===== src/rtl/reset_seq_pkg.sv =====
// reset_seq_pkg
// Shared definitions for the reset sequencer slice: the sequencer state
// encoding, the reset-cause codes reported when RESET_SEQ_CAUSE_EN is
// defined, and a small helper used to size counters.
// Ports: none (package).

package reset_seq_pkg;

    // HOLD keeps every domain in reset, RELEASE walks the domains out of
    // reset one at a time, DONE means every domain is running.
    typedef enum logic [1:0] {
        SEQ_HOLD    = 2'd0,
        SEQ_RELEASE = 2'd1,
        SEQ_DONE    = 2'd2
    } seq_state_t;

    // Reset-cause codes.
    localparam logic [1:0] CAUSE_RST  = 2'b00;
    localparam logic [1:0] CAUSE_EXT  = 2'b01;
    localparam logic [1:0] CAUSE_SOFT = 2'b10;

    function automatic int max_int(input int a, input int b);
        return (a > b) ? a : b;
    endfunction

endpackage


===== src/rtl/reset_sync_chain.sv =====
// reset_sync_chain
// Multi-flop synchroniser for an asynchronous level signal. On rst every
// stage clears to 0, so an active-low request looks asserted until the chain
// has filled with real samples.
// Ports:
//   clk  - clock, rising edge
//   rst  - synchronous active-high reset (clears all stages to 0)
//   d    - asynchronous input
//   q    - synchronised output (last stage)

module reset_sync_chain #(
    parameter int DEPTH = 2
) (
    input  logic clk,
    input  logic rst,
    input  logic d,
    output logic q
);

    generate
        if (DEPTH < 2) begin : g_bad_depth
            $error("reset_sync_chain: DEPTH must be 2 or more");
        end
    endgenerate

    logic [DEPTH-1:0] stages;

    // Shift register: the sample enters stage 0 and reaches the output
    // DEPTH-1 edges later.
    always_ff @(posedge clk) begin
        if (rst) begin
            stages <= '0;
        end else begin
            stages <= {stages[DEPTH-2:0], d};
        end
    end

    assign q = stages[DEPTH-1];

endmodule


===== src/rtl/reset_sequencer.sv =====
// reset_sequencer
// Holds all reset domains in reset while any request is active, keeps them
// held for HOLD_CYCLES quiet cycles after the last request, then releases
// them one per GAP_CYCLES in ascending order. Any new request (or rst)
// reasserts every domain on the same edge.
// Optional feature: define RESET_SEQ_CAUSE_EN to add the rst_cause output
// (00 = rst, 01 = external request, 10 = soft request).
// Ports:
//   clk            - clock, rising edge
//   rst            - synchronous active-high reset
//   ext_rst_req_n  - asynchronous active-low external reset request
//   soft_rst_req   - clk-synchronous active-high soft reset request
//   rst_out_n      - per-domain active-low resets, bit 0 released first
//   seq_done       - high when every domain is released
//   rst_cause      - (RESET_SEQ_CAUSE_EN only) cause of the latest reset

module reset_sequencer
    import reset_seq_pkg::*;
#(
    parameter int CHANNELS    = 4,
    parameter int SYNC_STAGES = 2,
    parameter int HOLD_CYCLES = 16,
    parameter int GAP_CYCLES  = 4
) (
    input  logic                clk,
    input  logic                rst,
    input  logic                ext_rst_req_n,
    input  logic                soft_rst_req,
    output logic [CHANNELS-1:0] rst_out_n,
    output logic                seq_done
`ifdef RESET_SEQ_CAUSE_EN
    ,
    output logic [1:0]          rst_cause
`endif
);

    localparam int CNT_W = $clog2(max_int(HOLD_CYCLES, GAP_CYCLES) + 1);
    localparam int IDX_W = $clog2(CHANNELS + 1);

    generate
        if (CHANNELS < 1 || CHANNELS > 16) begin : g_bad_channels
            $error("reset_sequencer: CHANNELS must be in 1..16");
        end
        if (SYNC_STAGES < 2) begin : g_bad_sync
            $error("reset_sequencer: SYNC_STAGES must be 2 or more");
        end
        if (HOLD_CYCLES < 1) begin : g_bad_hold
            $error("reset_sequencer: HOLD_CYCLES must be 1 or more");
        end
        if (GAP_CYCLES < 1) begin : g_bad_gap
            $error("reset_sequencer: GAP_CYCLES must be 1 or more");
        end
    endgenerate

    logic ext_sync;
    logic ext_active;
    logic req_active;

    seq_state_t       state, state_next;
    logic [CNT_W-1:0] counter, counter_next;
    logic [IDX_W-1:0] index, index_next;

    logic [CHANNELS-1:0] rst_out_n_next;
    logic                seq_done_next;

    reset_sync_chain #(
        .DEPTH (SYNC_STAGES)
    ) u_ext_sync (
        .clk (clk),
        .rst (rst),
        .d   (ext_rst_req_n),
        .q   (ext_sync)
    );

    assign ext_active = ~ext_sync;
    assign req_active = ext_active | soft_rst_req;

    // State register. Outputs are registered so every domain sees a clean,
    // glitch-free reset line; on rst everything returns to the fully held
    // state on the same edge.
    always_ff @(posedge clk) begin
        if (rst) begin
            state     <= SEQ_HOLD;
            counter   <= '0;
            index     <= '0;
            rst_out_n <= '0;
            seq_done  <= 1'b0;
        end else begin
            state     <= state_next;
            counter   <= counter_next;
            index     <= index_next;
            rst_out_n <= rst_out_n_next;
            seq_done  <= seq_done_next;
        end
    end

    // Next-state logic. A request overrides everything and restarts the
    // hold window; the one counter times both the hold window and the gaps
    // between channel releases.
    always_comb begin
        state_next   = state;
        counter_next = counter;
        index_next   = index;
        if (req_active) begin
            state_next   = SEQ_HOLD;
            counter_next = '0;
            index_next   = '0;
        end else begin
            case (state)
                SEQ_HOLD: begin
                    if (counter == CNT_W'(HOLD_CYCLES - 1)) begin
                        state_next   = SEQ_RELEASE;
                        counter_next = '0;
                        index_next   = '0;
                    end else begin
                        counter_next = counter + CNT_W'(1);
                    end
                end
                SEQ_RELEASE: begin
                    if (counter == CNT_W'(GAP_CYCLES - 1)) begin
                        counter_next = '0;
                        index_next   = index + IDX_W'(1);
                        if (index == IDX_W'(CHANNELS - 1)) begin
                            state_next = SEQ_DONE;
                        end
                    end else begin
                        counter_next = counter + CNT_W'(1);
                    end
                end
                SEQ_DONE: begin
                    state_next = SEQ_DONE;
                end
                default: begin
                    state_next   = SEQ_HOLD;
                    counter_next = '0;
                    index_next   = '0;
                end
            endcase
        end
    end

    // Output decode from the next state: in RELEASE the channels below the
    // index are out of reset, so the release of a channel and the index
    // increment land on the same edge.
    always_comb begin
        rst_out_n_next = '0;
        seq_done_next  = (state_next == SEQ_DONE);
        for (int i = 0; i < CHANNELS; i++) begin
            rst_out_n_next[i] = (state_next == SEQ_DONE) ||
                                ((state_next == SEQ_RELEASE) && (IDX_W'(i) < index_next));
        end
    end

`ifdef RESET_SEQ_CAUSE_EN
    // Cause register: refreshed on every edge a request is active, external
    // taking priority over soft, and held while the system is quiet.
    always_ff @(posedge clk) begin
        if (rst) begin
            rst_cause <= CAUSE_RST;
        end else if (ext_active) begin
            rst_cause <= CAUSE_EXT;
        end else if (soft_rst_req) begin
            rst_cause <= CAUSE_SOFT;
        end
    end
`endif

endmodule


===== config.mk =====
export PLATFORM = sky130hd
export DESIGN_NAME = reset_sequencer
export DESIGN_NICKNAME = d
export VERILOG_FILES = /design/src/rtl/reset_seq_pkg.sv /design/src/rtl/reset_sync_chain.sv /design/src/rtl/reset_sequencer.sv
export SDC_FILE = /design/constraint.sdc
export NUM_CORES = 1
export LEC_CHECK = 0
export CAP_MARGIN = 0
export CORE_ASPECT_RATIO = 0.75
export CORE_UTILIZATION = 35
export CTS_CLUSTER_DIAMETER = 100
export DETAILED_ROUTE_END_ITERATION = 8
export PLACE_DENSITY = 0.56
export SYNTH_ARGS = -nofsm -noshare
export SYNTH_HDL_FRONTEND = slang
export SYNTH_SLANG_ARGS = --single-unit

===== constraint.sdc =====
create_clock -name clk -period 2.7 [get_ports clk]
set_clock_uncertainty 0.15 [all_clocks]
set_input_delay 0.54 -clock clk [delete_from_list [all_inputs] [get_ports clk]]
set_output_delay 0.54 -clock clk [all_outputs]
set_load 0.1 [all_outputs]

==> results.py <==
metrics = {
    "power_and_ir_drop": {
        "seqPwrFrac": 0.647,
        "power.switching_uw": 75.5,
        "peakVddDrop_mv": 0.212,
        "power.internal_uw": 315,
        "power_switching_share": 0.193,
        "p_leak_uw": 0.000381,
        "power_frac_clock": 0.331,
        "comb_power_share": 0.022,
        "power_density_nw_per_um2": 400,
    },
    "sta": {
        "relSlewSlack": 0.716,
        "setup_viol": 0,
        "final_hold_viol_count": 0,
        "period_minus_slack_ns": 2.13,
        "worst_pin_slew_ns": 0.424,
        "fmax_mhz": 469,
        "rsz0062_at_grt": "false",
        "slew_viol_final": 0,
        "fin_ws_ns": 0.568,
        "period_share": 0.790,
        "timing.setup.tns_ns": 0,
    },
    "cells_and_area": {
        "register_area_um2": 340,
        "antenna_cells": 0,
        "multi_input_area_um2": 464,
        "nNetsFinal": 113,
        "fin_util": 0.457,
        "syn_to_final_growth_pct": 15.7,
        "mostFrequentLayoutCells": "17 x dfxtp_1, 10 x nor2_1, 7 x inv_1, 7 x nand2_1",
        "final_common_cell": "dfxtp_1",
        "fill_cells": 216,
        "drive_above_1_share": 0.136,
    },
    "place": {
        "portBuffers": 8,
        "gp_congestion": 0.785,
        "place_hpwl_um": 1160,
        "place_ws_ns": 0.436,
    },
    "floorplan": {
        "rows": 14,
        "coreArea_um2": 2140,
        "dieHeight_um": 44.5,
        "initial_core_util": 0.395,
        "die_w_um": 58.7,
        "dieArea_um2": 2610,
        "ioPinCount": 9,
    },
    "setup_path": {
        "path_depth": 6,
        "crit_chain": "ha_1 > nor4b_4 > mux2_4 > a22o_4 > a221oi_2 > a31oi_1",
        "ff2ff_setup_slack_ns": 0.57,
        "r2r_start": "counter[0]",
        "path_buf_inv": 0,
        "setup.worst_path.class": "flop to flop",
        "crit_required_ns": 2.71,
        "cp_slowest_cell": "dfxtp_1",
        "crit_family": "compound AO/OA/AOI/OAI gates",
        "critPathMaxFanout": 4,
        "r2r-end": "rst_out_n[0]",
        "cp.arrival_ns": 2.14,
        "ff2ff_path_depth": 6,
        "critical_path.max_stage_delay_ns": 0.38,
        "endpoint_kind": "flop",
        "start_kind": "flop",
    },
    "min_path": {
        "whs_endpoint": "u_ext_sync.stages[1]",
        "holdCritStartpoint": "u_ext_sync.stages[0]",
        "holdPathStages": 1,
        "holdCritPathClass": "flop to flop",
    },
    "synthesis": {
        "synth.avg_cell_area_um2": 9.17,
        "ys_async_sr_fraction": 0,
        "synthCells": 92,
        "yosys_warnings": 0,
        "synth_seq_cells": 17,
        "synth_cell_types": 30,
        "synth_edf_count": 0,
        "yosysSeqAreaShare": 0.404,
        "ys.flop_type": "dfxtp_1",
        "synth_nets": 101,
        "netlist_area_um2": 843,
    },
    "clock_network": {
        "cts_tree": "yes",
        "ctsResizeCount": 0,
        "root_buffer": "clkbuf_4",
        "cts_buffer_depth": 2,
        "cts_hold_buf": 0,
        "cts_sinks": 17,
        "h-tree-depth": 1,
        "clk_pin_slew_ns": 0.09,
        "post_cts_buffers": 0,
        "cts_buffers": 3,
        "clk_latency_ns": 0.28,
    },
    "global_routing": {
        "grt_max_degree": 12,
        "antenna_found_initial": 0,
        "gr-total-overflow": 0,
        "gr-usage-all-layers": 0.136,
        "grt_pass1_wl_um": 2580,
        "first_global_vias": 566,
    },
    "drt": {
        "routed_wl_um": 1460,
        "dr.pass1.iters": 4,
        "drt_iter0_drc": 17,
        "post-route-drc-count": 0,
        "final_antenna_net_count": 0,
        "avgViaCountPerCell": 4.70,
        "route.vias.total": 634,
        "wl_per_cell_um": 10.8,
    },
    "status": {
        "status": "finished clean",
    },
    "run": {
        "cap_violations": 0,
    },
}
==> power by group through the flow <==
stage | registers [µW] | clock network, µW | logic (µW)
after floorplan | 259 | 0 | 3.11
after global placement | 259 | 0 | 8.45
after detailed placement | 259 | 0 | 8.75
after CTS | 253 | 134 | 8.76
after global routing | 253 | 147 | 9.40
final | 253 | 129 | 8.61
==> how the worst max path moves through the flow <==
stage	from	endpoint
floorplan	counter[0]	rst_out_n[0]
global placement	rst	rst_out_n[2]
detailed placement	rst	rst_out_n[2]
CTS	counter[0]	rst_out_n[0]
global route	counter[0]	rst_out_n[0]
finish	counter[0]	rst_out_n[0]
==> cell usage after synthesis, drive strengths merged (3+ instances only) <==
| library cell | count | area (µm²) |
|---|---|---|
| a22oi | 3 | 22.5 |
| a31oi | 3 | 18.8 |
| dfxtp | 17 | 340 |
| a21oi | 4 | 20.0 |
| nor2 | 10 | 37.5 |
| ha | 5 | 62.6 |
| inv | 7 | 26.3 |
| o21ai | 6 | 30.0 |
| nand2 | 7 | 26.3 |
| nor2b | 6 | 37.5 |
==> area by class of cell <==
class | instances | share of cell area
Multi-Input combinational cell | 65 | 0.476
Sequential cell | 17 | 0.349
Timing Repair Buffer | 9 | 0.0769
Tap cell | 32 | 0.0410
Inverter | 8 | 0.0308
Clock buffer | 4 | 0.0269
==> metal layers <==
layer  global-route usage  vias up  wire (µm)
met5                    0        -          0
met4               0.0857        0         40
met3               0.0263        4         70
met2                0.166       14        510
met1                0.210      270        839
li1                     -      346          -
==> registers in the layout, summed over array words and instances (netlist names) <==
register           flops
state                  2
index                  3
rst_out_n              4
counter                5
u_ext_sync.stages      2
seq_done               1
==> logic make-up (layout without fill, tap and decap cells) <==
group | after synthesis | count (layout) | synth area share
buf+inv | 10 | 21 | 0.0460
fa+ha+maj | 5 | 5 | 0.0742
simple gates | 34 | 34 | 0.229
mux | 3 | 3 | 0.0415
xor+xnor | 1 | 1 | 0.0104
flops | 17 | 17 | 0.404
compound gates | 22 | 22 | 0.196
==> per-stage QoR <==
stage | instances | hold WS (ns) | instance area, µm² | power, µW
final | 135 | 0.300 | 976 | 391
after global routing | 135 | 0.322 | 976 | 410
after CTS | 135 | 0.306 | 976 | 396
after detailed placement | 131 | 0.288 | 950 | 268
after global placement | 131 | 0.279 | 950 | 267
after floorplan | 92 | 0.264 | 843 | 262
No activity file was read; power rests on OpenSTA's default activity.
